===== config.mk =====
export PLATFORM = sky130hd
export DESIGN_NAME = aes_cipher_out_serializer
export DESIGN_NICKNAME = d
export VERILOG_FILES = /design/src/rtl/aes_cipher_out_serializer.sv
export SDC_FILE = /design/constraint.sdc
export NUM_CORES = 1
export LEC_CHECK = 0
export BUFFER_PORTS_ARGS = -buffer_cell sky130_fd_sc_hd__buf_2
export CAP_MARGIN = 20
export CELL_PAD_IN_SITES_DETAIL_PLACEMENT = 0
export CELL_PAD_IN_SITES_GLOBAL_PLACEMENT = 1
export CORE_ASPECT_RATIO = 1.2
export CORE_MARGIN = 4
export CORE_UTILIZATION = 57
export CTS_BUF_LIST = sky130_fd_sc_hd__clkbuf_8
export DETAILED_ROUTE_END_ITERATION = 7
export PLACE_DENSITY = 0.89
export SYNTH_ARGS = -nofsm -noshare
export SYNTH_HDL_FRONTEND = slang
export SYNTH_SLANG_ARGS = --single-unit

===== constraint.sdc =====
create_clock -name clk -period 4 [get_ports clk]
set_input_delay 0.6 -clock clk [delete_from_list [all_inputs] [get_ports clk]]
set_output_delay 0.6 -clock clk [all_outputs]
set_load 0.05 [all_outputs]

===== src/rtl/aes_cipher_out_serializer.sv =====
// Output serializer for the AES pipeline: buffers whole cipher blocks in a small
// FIFO and streams each one out MSB-word first over a valid/ready handshake.
module aes_cipher_out_serializer #(
  parameter int DATA_LEN   = 128,
  parameter int WORD_LEN   = 32,
  parameter int FIFO_DEPTH = 4
) (
  input  logic                               clk,
  input  logic                               reset,
  input  logic                               data_valid_in,
  input  logic [DATA_LEN-1:0]                cipher_text,
  output logic                               out_valid,
  input  logic                               out_ready,
  output logic [WORD_LEN-1:0]                out_word,
  output logic                               out_last,
  output logic [$clog2(FIFO_DEPTH+1)-1:0]    fifo_level,
  output logic                               overflow
);

  localparam int NUM_WORDS = DATA_LEN / WORD_LEN;
  localparam int PTR_W     = $clog2(FIFO_DEPTH);
  localparam int LVL_W     = $clog2(FIFO_DEPTH + 1);
  localparam int CNT_W     = (NUM_WORDS > 1) ? $clog2(NUM_WORDS) : 1;

  localparam logic [LVL_W-1:0] LVL_FULL = LVL_W'(FIFO_DEPTH);
  localparam logic [LVL_W-1:0] LVL_ZERO = {LVL_W{1'b0}};
  localparam logic [CNT_W-1:0] CNT_LAST = CNT_W'(NUM_WORDS - 1);
  localparam logic [CNT_W-1:0] CNT_ZERO = {CNT_W{1'b0}};

  localparam logic [0:0] ST_IDLE = 1'b0;
  localparam logic [0:0] ST_SEND = 1'b1;

  logic [DATA_LEN-1:0] mem_q [FIFO_DEPTH];
  logic [DATA_LEN-1:0] mem_d [FIFO_DEPTH];
  logic [PTR_W-1:0]    wr_ptr_q, wr_ptr_d;
  logic [PTR_W-1:0]    rd_ptr_q, rd_ptr_d;
  logic [LVL_W-1:0]    level_q, level_d;
  logic                overflow_q, overflow_d;
  logic [0:0]          state_q, state_d;
  logic [DATA_LEN-1:0] shift_q, shift_d;
  logic [CNT_W-1:0]    cnt_q, cnt_d;
  logic                out_valid_q, out_valid_d;
  logic [WORD_LEN-1:0] out_word_q, out_word_d;
  logic                out_last_q, out_last_d;

  logic xfer_s;
  logic last_s;
  logic pop_s;
  logic push_s;

  // Handshake decode; a pop frees a slot, so a push on a full FIFO still lands
  always_comb begin
    xfer_s = (state_q == ST_SEND) && out_ready;
    last_s = (cnt_q == CNT_LAST);
    pop_s  = (level_q != LVL_ZERO) && ((state_q == ST_IDLE) || (xfer_s && last_s));
    push_s = data_valid_in && ((level_q != LVL_FULL) || pop_s);
  end

  // FIFO storage, pointers, occupancy and sticky drop flag
  always_comb begin
    mem_d    = mem_q;
    wr_ptr_d = wr_ptr_q;
    rd_ptr_d = rd_ptr_q;
    level_d  = level_q;
    if (push_s) begin
      mem_d[wr_ptr_q] = cipher_text;
      wr_ptr_d        = wr_ptr_q + PTR_W'(1);
    end else begin
      wr_ptr_d = wr_ptr_q;
    end
    if (pop_s) begin
      rd_ptr_d = rd_ptr_q + PTR_W'(1);
    end else begin
      rd_ptr_d = rd_ptr_q;
    end
    case ({push_s, pop_s})
      2'b10:   level_d = level_q + LVL_W'(1);
      2'b01:   level_d = level_q - LVL_W'(1);
      default: level_d = level_q;
    endcase
    overflow_d = overflow_q | (data_valid_in & ~push_s);
  end

  // Sender FSM and word shifter; the shifter always presents its top word
  always_comb begin
    state_d = state_q;
    shift_d = shift_q;
    cnt_d   = cnt_q;
    case (state_q)
      ST_IDLE: begin
        if (pop_s) begin
          state_d = ST_SEND;
          shift_d = mem_q[rd_ptr_q];
          cnt_d   = CNT_ZERO;
        end else begin
          state_d = ST_IDLE;
        end
      end
      ST_SEND: begin
        if (xfer_s && !last_s) begin
          cnt_d   = cnt_q + CNT_W'(1);
          shift_d = shift_q << WORD_LEN;
        end else if (xfer_s && pop_s) begin
          shift_d = mem_q[rd_ptr_q];
          cnt_d   = CNT_ZERO;
        end else if (xfer_s) begin
          state_d = ST_IDLE;
          cnt_d   = CNT_ZERO;
        end else begin
          state_d = ST_SEND;
        end
      end
      default: begin
        state_d = ST_IDLE;
        cnt_d   = CNT_ZERO;
      end
    endcase
  end

  // Output register inputs derived from the next state so outputs stay flopped
  always_comb begin
    out_valid_d = (state_d == ST_SEND);
    if (out_valid_d) begin
      out_word_d = shift_d[DATA_LEN-1 -: WORD_LEN];
      out_last_d = (cnt_d == CNT_LAST);
    end else begin
      out_word_d = {WORD_LEN{1'b0}};
      out_last_d = 1'b0;
    end
  end

  // State registers; reset drops queued and in-flight blocks at once
  always_ff @(posedge clk or negedge reset) begin
    if (!reset) begin
      for (int i = 0; i < FIFO_DEPTH; i++) begin
        mem_q[i] <= {DATA_LEN{1'b0}};
      end
      wr_ptr_q    <= {PTR_W{1'b0}};
      rd_ptr_q    <= {PTR_W{1'b0}};
      level_q     <= LVL_ZERO;
      overflow_q  <= 1'b0;
      state_q     <= ST_IDLE;
      shift_q     <= {DATA_LEN{1'b0}};
      cnt_q       <= CNT_ZERO;
      out_valid_q <= 1'b0;
      out_word_q  <= {WORD_LEN{1'b0}};
      out_last_q  <= 1'b0;
    end else begin
      mem_q       <= mem_d;
      wr_ptr_q    <= wr_ptr_d;
      rd_ptr_q    <= rd_ptr_d;
      level_q     <= level_d;
      overflow_q  <= overflow_d;
      state_q     <= state_d;
      shift_q     <= shift_d;
      cnt_q       <= cnt_d;
      out_valid_q <= out_valid_d;
      out_word_q  <= out_word_d;
      out_last_q  <= out_last_d;
    end
  end

  assign out_valid  = out_valid_q;
  assign out_word   = out_word_q;
  assign out_last   = out_last_q;
  assign fifo_level = level_q;
  assign overflow   = overflow_q;

endmodule


==> results_dict.tcl, run 1 <==
set metrics [dict create \
    finalSetupViolCount 0 \
    rrSetupSlack_ns 1.14 \
    power_density_mw_per_mm2 853 \
    fp.dieW_um 222 \
    pwr-share-clk_pct 19.8 \
    dieArea_mm2 0.0588 \
    slowest_delay_ns 0.72 \
    design.core.area_mm2 0.0540 \
    port_buffers 169 \
    slew_headroom_pct 39.8 \
    synth_nets 1992 \
    areaGrowthSynthToFinish_pct 11.6 \
    cts_tree "yes" \
    grt_pass1_vias 19300 \
    layout_min_cycle_time_ns 2.86 \
    ys_ff_latch 684 \
    p_sw_mw 9.46 \
    syn_area_mm2 0.0313 \
    clock_skew_ns 0.0425 \
    async_reset_ff_share_pct 100 \
    rr_worst_depth 5 \
    clk_path_buf_depth 3 \
    cts_resized 0 \
    crit_chain "a21boi_4 -> a31oi_4 -> and2_4 -> buf_4 -> mux2_4" \
    fillCellCount 3695 \
    share_comb_of_total_power_pct 38.1 \
    cp-endpoint "mem_q[410]$_DFFE_PN0P_" \
    synth_top_flop_cell "dfrtp_1" \
    sw_frac_of_total_pct 31.7 \
    post-synth-top-area-fraction_pct 54.6 \
    ys_top_cells_by_area "dfrtp_1, mux2_4, mux4_2" \
    nNetsFinal 2175 \
    via_per_inst 6.24 \
    grt_max_degree 130 \
    regToRegStartpoint "out_valid$_DFF_PN0_" \
    overflow 0 \
    avgSynthCellArea_um2 16.9 \
    synth_commonest_cells "dfrtp_1, mux2_4, a22o_1, mux4_2, mux2_1" \
    path_buf_inv 1 \
    r2r_end "mem_q[410]$_DFFE_PN0P_" \
    postLayoutSetupSlackWorst_ns 1.14 \
    ys_warn_count 0 \
    finalHoldViolations 0 \
    place.gp.congestion 0.800 \
    place_ws_ns 1.14 \
    cts_made_buffers 107 \
    rows 93 \
    worst_pin_slew_ns 0.903 \
    initial_core_util_pct 58.0 \
    drt_wl_total_mm 74.7 \
    p_seq_share_pct 42.1 \
    cp_max_fo 56 \
    cap_violations 0 \
    fmax_mhz 349 \
    drv_slew 0 \
    drive_gt1_share_pct 44.8 \
    crit_arrival_ns 3.44 \
    insertion_delay_ns 0.72 \
    first_iter_violations 1817 \
    required_ns 4.58 \
    criticalPathCategory "reg -> reg" \
    die_h_um 265 \
    drc 0 \
    critPathLaunchType "register" \
    yosysTopAreaCell "dfrtp_1" \
    wl_per_cell_um 26.2 \
    clk_pin_slew_ns 0.06 \
    htreeDepth 3 \
    p_leak_nw 16.3 \
    cts.sinks 684 \
    vdd_drop_max_v 0.000488 \
    fin_setup_tns_ns 0 \
    crit_cells 5 \
    cts_root_buf "clkbuf_8" \
    fin_crit_sh_pct 71.6 \
    yosysMostFrequentCell "dfrtp_1" \
    cp-startpoint "out_valid$_DFF_PN0_" \
    drt_first_pass_iters 6 \
    grt_pass1_wl_mm 118 \
    rsz0062_at_grt "false" \
    cpLargestDelayFamily "flip-flops" \
    hpwl_mm 46.7 \
    seq_area_frac_synth_pct 54.6 \
    synthCells 1854 \
    ios 170 \
    hold_path_class "in -> reg" \
    antenna_found_initial 25 \
    yosysUniqueCellTypes 47 \
    final_antenna_net_count 0 \
    slowest_stage "dfrtp_4" \
    status "finished, final reports clean" \
    critPathCaptureType "register" \
    dr_total_vias 17800 \
    grt_usage_pct 25.4 \
    intPower_mw 20.4 \
    synth_edf_count 0 \
]
-- state kept, by name, summed over array words and instances, names as in the netlist --
name        count
shift_q       128
fifo_level      3
rd_ptr_q        2
cnt_q           2
out_valid       1
out_word       32
out_last        1
overflow        1
mem_q         512
wr_ptr_q        2
-- worst min path at each step --
stage / start / endpoint / depth (start not counted)
floorplan: reset / cnt_q[0]$_DFF_PN0_ / 0
global placement: shift_q[121]$_DFF_PN0_ / shift_q[121]$_DFF_PN0_ / 1
detailed placement: shift_q[122]$_DFF_PN0_ / shift_q[122]$_DFF_PN0_ / 1
CTS: cipher_text[115] / mem_q[243]$_DFFE_PN0P_ / 2
global route: cipher_text[116] / mem_q[116]$_DFFE_PN0P_ / 2
finish: cipher_text[115] / mem_q[243]$_DFFE_PN0P_ / 2
-- per-stage QoR --
step / hold slack (ns) / area [µm²] / power, mW / std cells / utilization (%)
detailed placement: 0.467 / 32700 / 24.0 / 2638 / 60.6
floorplan: 0.304 / 31300 / 21.1 / 1854 / -
global route: 0.132 / 35000 / 31.3 / 2846 / 64.8
finish: 0.149 / 35000 / 29.8 / 2849 / 64.8
CTS: 0.0940 / 34900 / 30.0 / 2831 / 64.7
global placement: 0.461 / 32700 / 23.4 / 2638 / 60.6
-- power by group through the flow --
stage / clock, mW / combinational (mW) / sequential [mW]
floorplan: 0 / 9.27 / 11.8
global placement: 0 / 11.1 / 12.3
detailed placement: 0 / 11.4 / 12.6
CTS: 6.02 / 11.4 / 12.5
global route: 6.35 / 12.0 / 12.9
finish: 5.91 / 11.4 / 12.6
-- layout make-up --
type	count	area [µm²]	share of cell area (%)
clock inverters	58	314	0.898
inverters	38	144	0.411
multi-input cells	986	13100	37.4
clock buffers	134	1840	5.27
diodes	17	42.5	0.122
well taps	712	891	2.55
repair buffers	220	1550	4.43
flip-flops and latches	684	17100	49.0
-- cell usage in the layout (no fill, tap or decap), types with 23 or more instances in the layout --
cell type,n
mux2_4,400
nor2b_1,32
a21o_1,33
a221o_1,32
a222oi_1,32
buf_2,168
a22oi_1,32
mux2_1,80
dfrtp_1,681
mux4_2,128
inv_1,73
a22o_1,128
mux2_2,32
buf_12,23
buf_4,26
clkbuf_8,134
-- timing repair --
item	4_1_cts	5_1_grt
endpoints found under the setup margin	0	0
hold buffers	1	0
endpoints found under the hold margin	64	0
buffers inserted	0	0
-- cell families (layout without fill, tap and decap cells) --
logic type,after synthesis,in the layout,share of synthesized area (%)
other,0,17,0
AND/OR/NAND/NOR,58,58,1.08
AO/OA/AOI/OAI,275,275,7.68
multiplexers,643,643,32.5
buffers and inverters,184,450,3.73
XOR/XNOR,4,4,0.112
adder cells (fa/ha/maj),6,6,0.264
flip-flops,684,684,54.6
-- per-layer routing --
| metal | up-vias | global-route usage, % | wire length [µm] |
|---|---|---|---|
| met2 | 612 | 41.0 | 37300 |
| met5 | - | 0 | 23 |
| met1 | 9567 | 35.0 | 31100 |
| met3 | 128 | 3.97 | 4140 |
| met4 | 4 | 10.7 | 2070 |
| li1 | 7456 | - | - |
No activity file was read; power rests on OpenSTA's default activity.
==> inputs of run 2 (changes only) <==
--- a/config.mk
+++ b/config.mk
@@ -11,10 +11,10 @@
 export CELL_PAD_IN_SITES_GLOBAL_PLACEMENT = 1
 export CORE_ASPECT_RATIO = 1.2
 export CORE_MARGIN = 4
-export CORE_UTILIZATION = 57
+export CORE_UTILIZATION = 55
 export CTS_BUF_LIST = sky130_fd_sc_hd__clkbuf_8
 export DETAILED_ROUTE_END_ITERATION = 7
-export PLACE_DENSITY = 0.89
+export PLACE_DENSITY = 0.87
 export SYNTH_ARGS = -nofsm -noshare
 export SYNTH_HDL_FRONTEND = slang
 export SYNTH_SLANG_ARGS = --single-unit
==> constraint.sdc (replaced) <==
create_clock -name clk -period 2.9 [get_ports clk]
set_input_delay 0.435 -clock clk [delete_from_list [all_inputs] [get_ports clk]]
set_output_delay 0.435 -clock clk [all_outputs]
set_load 0.05 [all_outputs]
==> results_dict.tcl, run 2 (same netlist as run 1, synthesis figures left out) <==
set metrics [dict create \
    grt_pass1_vias 19800 \
    place_ws_ns 0.366 \
    status "finished, final reports clean" \
    fin_crit_sh_pct 87.6 \
    place_inst 2668 \
    fmax_mhz 394 \
    drt_wl_total_mm 75.9 \
    finalHoldViolations 0 \
    cts.sinks 684 \
    regToRegStartpoint "cnt_q[0]$_DFF_PN0_" \
    dr_total_vias 18200 \
    dieArea_mm2 0.0609 \
    fp.dieW_um 226 \
    clk_path_buf_depth 3 \
    drt_first_pass_iters 8 \
    largest_register_ffs 512 \
    layout_min_cycle_time_ns 2.54 \
    hold_path_class "in -> reg" \
    first_iter_violations 1468 \
    antenna_found_initial 12 \
    rr_worst_depth 6 \
    grt_usage_pct 25.0 \
    nNetsFinal 2291 \
    rrSetupSlack_ns 0.36 \
    clk_pin_slew_ns 0.06 \
    die_h_um 269 \
    finalSetupViolCount 0 \
    fin_setup_tns_ns 0 \
    critPathLaunchType "register" \
    cts_setup_buffers 0 \
    rsz0062_at_grt "false" \
    final_antenna_net_count 0 \
    via_per_inst 6.12 \
    r2r_end "mem_q[296]$_DFFE_PN0P_" \
    cap_violations 0 \
    cts_made_buffers 106 \
    overflow 0 \
    ios 170 \
    cts_root_buf "clkbuf_8" \
    seqCellArea_mm2 0.0171 \
    port_buffers 169 \
    initial_core_util_pct 55.7 \
    max_flop_register "mem_q" \
    final_cell_mix "dfrtp_1, mux2_4, buf_2, clkbuf_8" \
    place.gp.congestion 0.789 \
    drc 0 \
    clock_skew_ns 0.0406 \
    holdWs_ns 0.0485 \
    postLayoutSetupSlackWorst_ns 0.360 \
    power_density_mw_per_mm2 1140 \
    layout_commonest_cell "dfrtp_1" \
    crit_arrival_ns 3.12 \
    worst_pin_slew_ns 0.708 \
    hpwl_mm 48.4 \
    cts_tree "yes" \
    rows 95 \
    vdd_drop_max_v 0.000649 \
    insertion_delay_ns 0.71 \
    required_ns 3.48 \
    criticalPathCategory "reg -> reg" \
    htreeDepth 3 \
    slew_headroom_pct 52.8 \
    grt_max_degree 97 \
    fillCellCount 3905 \
    cp-startpoint "cnt_q[0]$_DFF_PN0_" \
    cp-endpoint "mem_q[296]$_DFFE_PN0P_" \
    critPathCaptureType "register" \
    grt_pass1_wl_mm 119 \
    cp_max_fo 33 \
    multiInputGateArea_mm2 0.0131 \
    areaGrowthSynthToFinish_pct 15.4 \
    wl_per_cell_um 25.6 \
    p_leak_nw 16.8 \
    drv_slew 0 \
    design.core.area_mm2 0.0562 \
    drive_gt1_share_pct 43.0 \
    fin_cells 2965 \
]
==> run 2: cell types whose count changed in the layout (fill, tap and decap cells not counted), sizes merged <==
cell / change
bufinv: -1
clkinvlp: -1
buf: +14
dlygate4sd3: +103
diode: -11
inv: -2
clkbuf: -1
==> run 2: worst max-delay path: stages (launching register included) <==
cell and delay, ns:
dfrtp_1 0.43, ha_1 0.38, a21boi_4 0.15, a31oi_4 0.31, and2_4 0.43, buf_12 0.31
mux2_4 0.34
==> run 2: metrics by stage <==
stage | area, µm² | power (mW) | util (%)
5_1_grt | 36100 | 43.3 | 64.3
2_1_floorplan | 31300 | 29.1 | -
4_1_cts | 36100 | 41.5 | 64.3
3_3_place_gp | 33000 | 32.4 | 58.7
3_5_place_dp | 33000 | 33.2 | 58.7
6_report | 36100 | 41.2 | 64.3
==> run 2: how the worst min path moves through the flow <==
stage | start | end | depth (start not counted)
global route | cipher_text[67] | mem_q[195]$_DFFE_PN0P_ | 2
floorplan | reset | cnt_q[0]$_DFF_PN0_ | 0
CTS | cipher_text[66] | mem_q[322]$_DFFE_PN0P_ | 2
detailed placement | shift_q[127]$_DFF_PN0_ | shift_q[127]$_DFF_PN0_ | 1
global placement | shift_q[96]$_DFF_PN0_ | shift_q[96]$_DFF_PN0_ | 1
finish | cipher_text[67] | mem_q[451]$_DFFE_PN0P_ | 2
==> run 2: cell type report <==
class	instances	area share, %
inverters	38	0.402
repair buffers	337	7.68
well taps	727	2.52
clock buffers	133	5.06
diodes	6	0.0415
clock inverters	54	0.758
multi-input cells	986	36.1
flip-flops and latches	684	47.4
==> run 2: timing repair <==
item	CTS	global route
hold endpoints to repair	436	0
hold buffers	104	0
gates resized for setup	0	0
==> run 2: report_power, final <==
| group | switching, mW | internal, mW |
|---|---|---|
| registers | 3.13 | 14.1 |
| clock network | 3.74 | 4.20 |
| logic | 6.13 | 9.94 |
==> run 2: per-layer routing <==
metal / share of wire [%] / routed length [µm] / GRT usage (%) / vias up
met3: 5.3 / 4040 / 4.44 / 132
met4: 2.6 / 1980 / 8.00 / 2
li1: - / - / - / 7653
met1: 42 / 31700 / 34.3 / 9827
met2: 50 / 38200 / 41.1 / 539
met5: 0.017 / 13 / 0 / -
==> inputs of run 3 (changes only) <==
==> constraint.sdc (replaced) <==
create_clock -name clk -period 2.7 [get_ports clk]
set_input_delay 0.405 -clock clk [delete_from_list [all_inputs] [get_ports clk]]
set_output_delay 0.405 -clock clk [all_outputs]
set_load 0.05 [all_outputs]
==> results_dict.tcl, run 3 (same netlist as run 1, synthesis figures left out) <==
set metrics [dict create \
    final_cell_mix "dfrtp_1, mux2_4, buf_2, clkbuf_8" \
    first_iter_violations 1481 \
    cts_resized 0 \
    grt_usage_pct 25.4 \
    required_ns 3.28 \
    rrSetupSlack_ns 0.19 \
    critPathLaunchType "register" \
    wl_per_cell_um 25.4 \
    rsz0062_at_grt "false" \
    antenna_found_initial 16 \
    place.gp.congestion 0.804 \
    finalHoldViolations 0 \
    via_per_inst 6.06 \
    die_h_um 269 \
    htreeDepth 3 \
    rr_worst_depth 7 \
    clk_pin_slew_ns 0.07 \
    ios 170 \
    p_leak_nw 17.0 \
    layout_min_cycle_time_ns 2.51 \
    place_ws_ns 0.224 \
    cap_violations 0 \
    worst_pin_slew_ns 0.707 \
    port_buffers 169 \
    regToRegStartpoint "cnt_q[0]$_DFF_PN0_" \
    fin_total_pwr_mw 44.8 \
    cp-startpoint "cnt_q[0]$_DFF_PN0_" \
    nNetsFinal 2330 \
    power_density_mw_per_mm2 1220 \
    initial_core_util_pct 55.7 \
    clk_path_buf_depth 3 \
    hold_path_class "in -> reg" \
    grt_max_degree 123 \
    cp_max_fo 20 \
    fp.dieW_um 226 \
    fin_crit_sh_pct 93.0 \
    insertion_delay_ns 0.71 \
    largest_register_ffs 512 \
    grt_pass1_wl_mm 120 \
    drt_first_pass_iters 8 \
    dr_total_vias 18200 \
    areaGrowthSynthToFinish_pct 17.3 \
    finalSetupViolCount 0 \
    grt_pass1_vias 20000 \
    clock_skew_ns 0.0360 \
    overflow 0 \
    cts_made_buffers 106 \
    drc 0 \
    rows 95 \
    drive_gt1_share_pct 43.3 \
    hpwl_mm 49.5 \
    vdd_drop_max_v 0.000585 \
    layout_commonest_cell "dfrtp_1" \
    cts.sinks 684 \
    dieArea_mm2 0.0609 \
    cts_root_buf "clkbuf_8" \
    holdPathEnd "mem_q[223]$_DFFE_PN0P_" \
    fmax_mhz 398 \
    slew_headroom_pct 52.9 \
    drv_slew 0 \
    critPathCaptureType "register" \
    cts_tree "yes" \
    drt_wl_total_mm 76.3 \
    holdPathStages 2 \
    criticalPathCategory "reg -> reg" \
    fin_setup_tns_ns 0 \
    final_antenna_net_count 0 \
    max_flop_register "mem_q" \
    postLayoutSetupSlackWorst_ns 0.189 \
    worstHoldStart "cipher_text[95]" \
    status "finished, final reports clean" \
    r2r_end "mem_q[321]$_DFFE_PN0P_" \
    design.core.area_mm2 0.0562 \
    crit_arrival_ns 3.10 \
]
[run 3: cell count changes in the layout (fill, tap and decap cells not counted), sizes merged]
cell,change
clkinv,-9
dlygate4sd3,+18
clkinvlp,+2
clkbuf,+7
diode,+1
buf,+21
[run 3: cell type report]
| type | count | area [µm²] |
|---|---|---|
| diodes | 7 | 17.5 |
| clock buffers | 140 | 1930 |
| clock inverters | 47 | 245 |
| fillers | 3875 | 19500 |
| inverters | 38 | 145 |
| multi-input cells | 986 | 13100 |
| flip-flops and latches | 684 | 17100 |
| well taps | 727 | 910 |
| repair buffers | 376 | 3320 |
[run 3: how the worst max path moves through the flow]
| stage | cells after the start | end |
|---|---|---|
| 2_1_floorplan | 8 | fifo_level[1]$_DFFE_PN0P_ |
| 3_3_place_gp | 7 | mem_q[326]$_DFFE_PN0P_ |
| 3_5_place_dp | 7 | mem_q[321]$_DFFE_PN0P_ |
| 4_1_cts | 7 | mem_q[321]$_DFFE_PN0P_ |
| 5_1_grt | 7 | mem_q[327]$_DFFE_PN0P_ |
| 6_report | 7 | mem_q[321]$_DFFE_PN0P_ |
[run 3: what timing repair did]
action                                 CTS  global route
buffers inserted                         0             0
hold buffers                           122             0
endpoints found under the hold margin  581             0
[run 3: critical path, stage by stage (launching register included)]
cell      delay (ns)
dfrtp_1         0.43
ha_1            0.38
a21boi_4        0.15
a31oi_4         0.32
and2_4          0.29
buf_12          0.24
buf_12          0.23
mux2_4          0.32
[run 3: power by group]
group	leakage [nW]	internal, mW	switching (mW)
Sequential	8.39	15.1	3.34
Combinational	7.42	10.9	6.69
Clock	1.23	4.71	4.04
[run 3: per-layer routing]
metal	part of all wire, %	track usage [%]	vias to the layer above
met3	5.6	4.60	139
li1	-	-	7740
met1	41	34.4	9743
met2	50	41.6	585
met4	3.2	8.95	4
met5	0.029	0	-
[run 3: stage by stage]
step                      hold slack (ns)  cell area, µm²  std cells  utilization, %
after floorplan                     0.109           31300       1854               -
after global routing               0.0193           36700       3003            65.4
after CTS                         0.00222           36700       2998            65.3
final                              0.0407           36800       3005            65.4
after global placement              0.336           33300       2689            59.3
after detailed placement            0.341           33300       2689            59.3
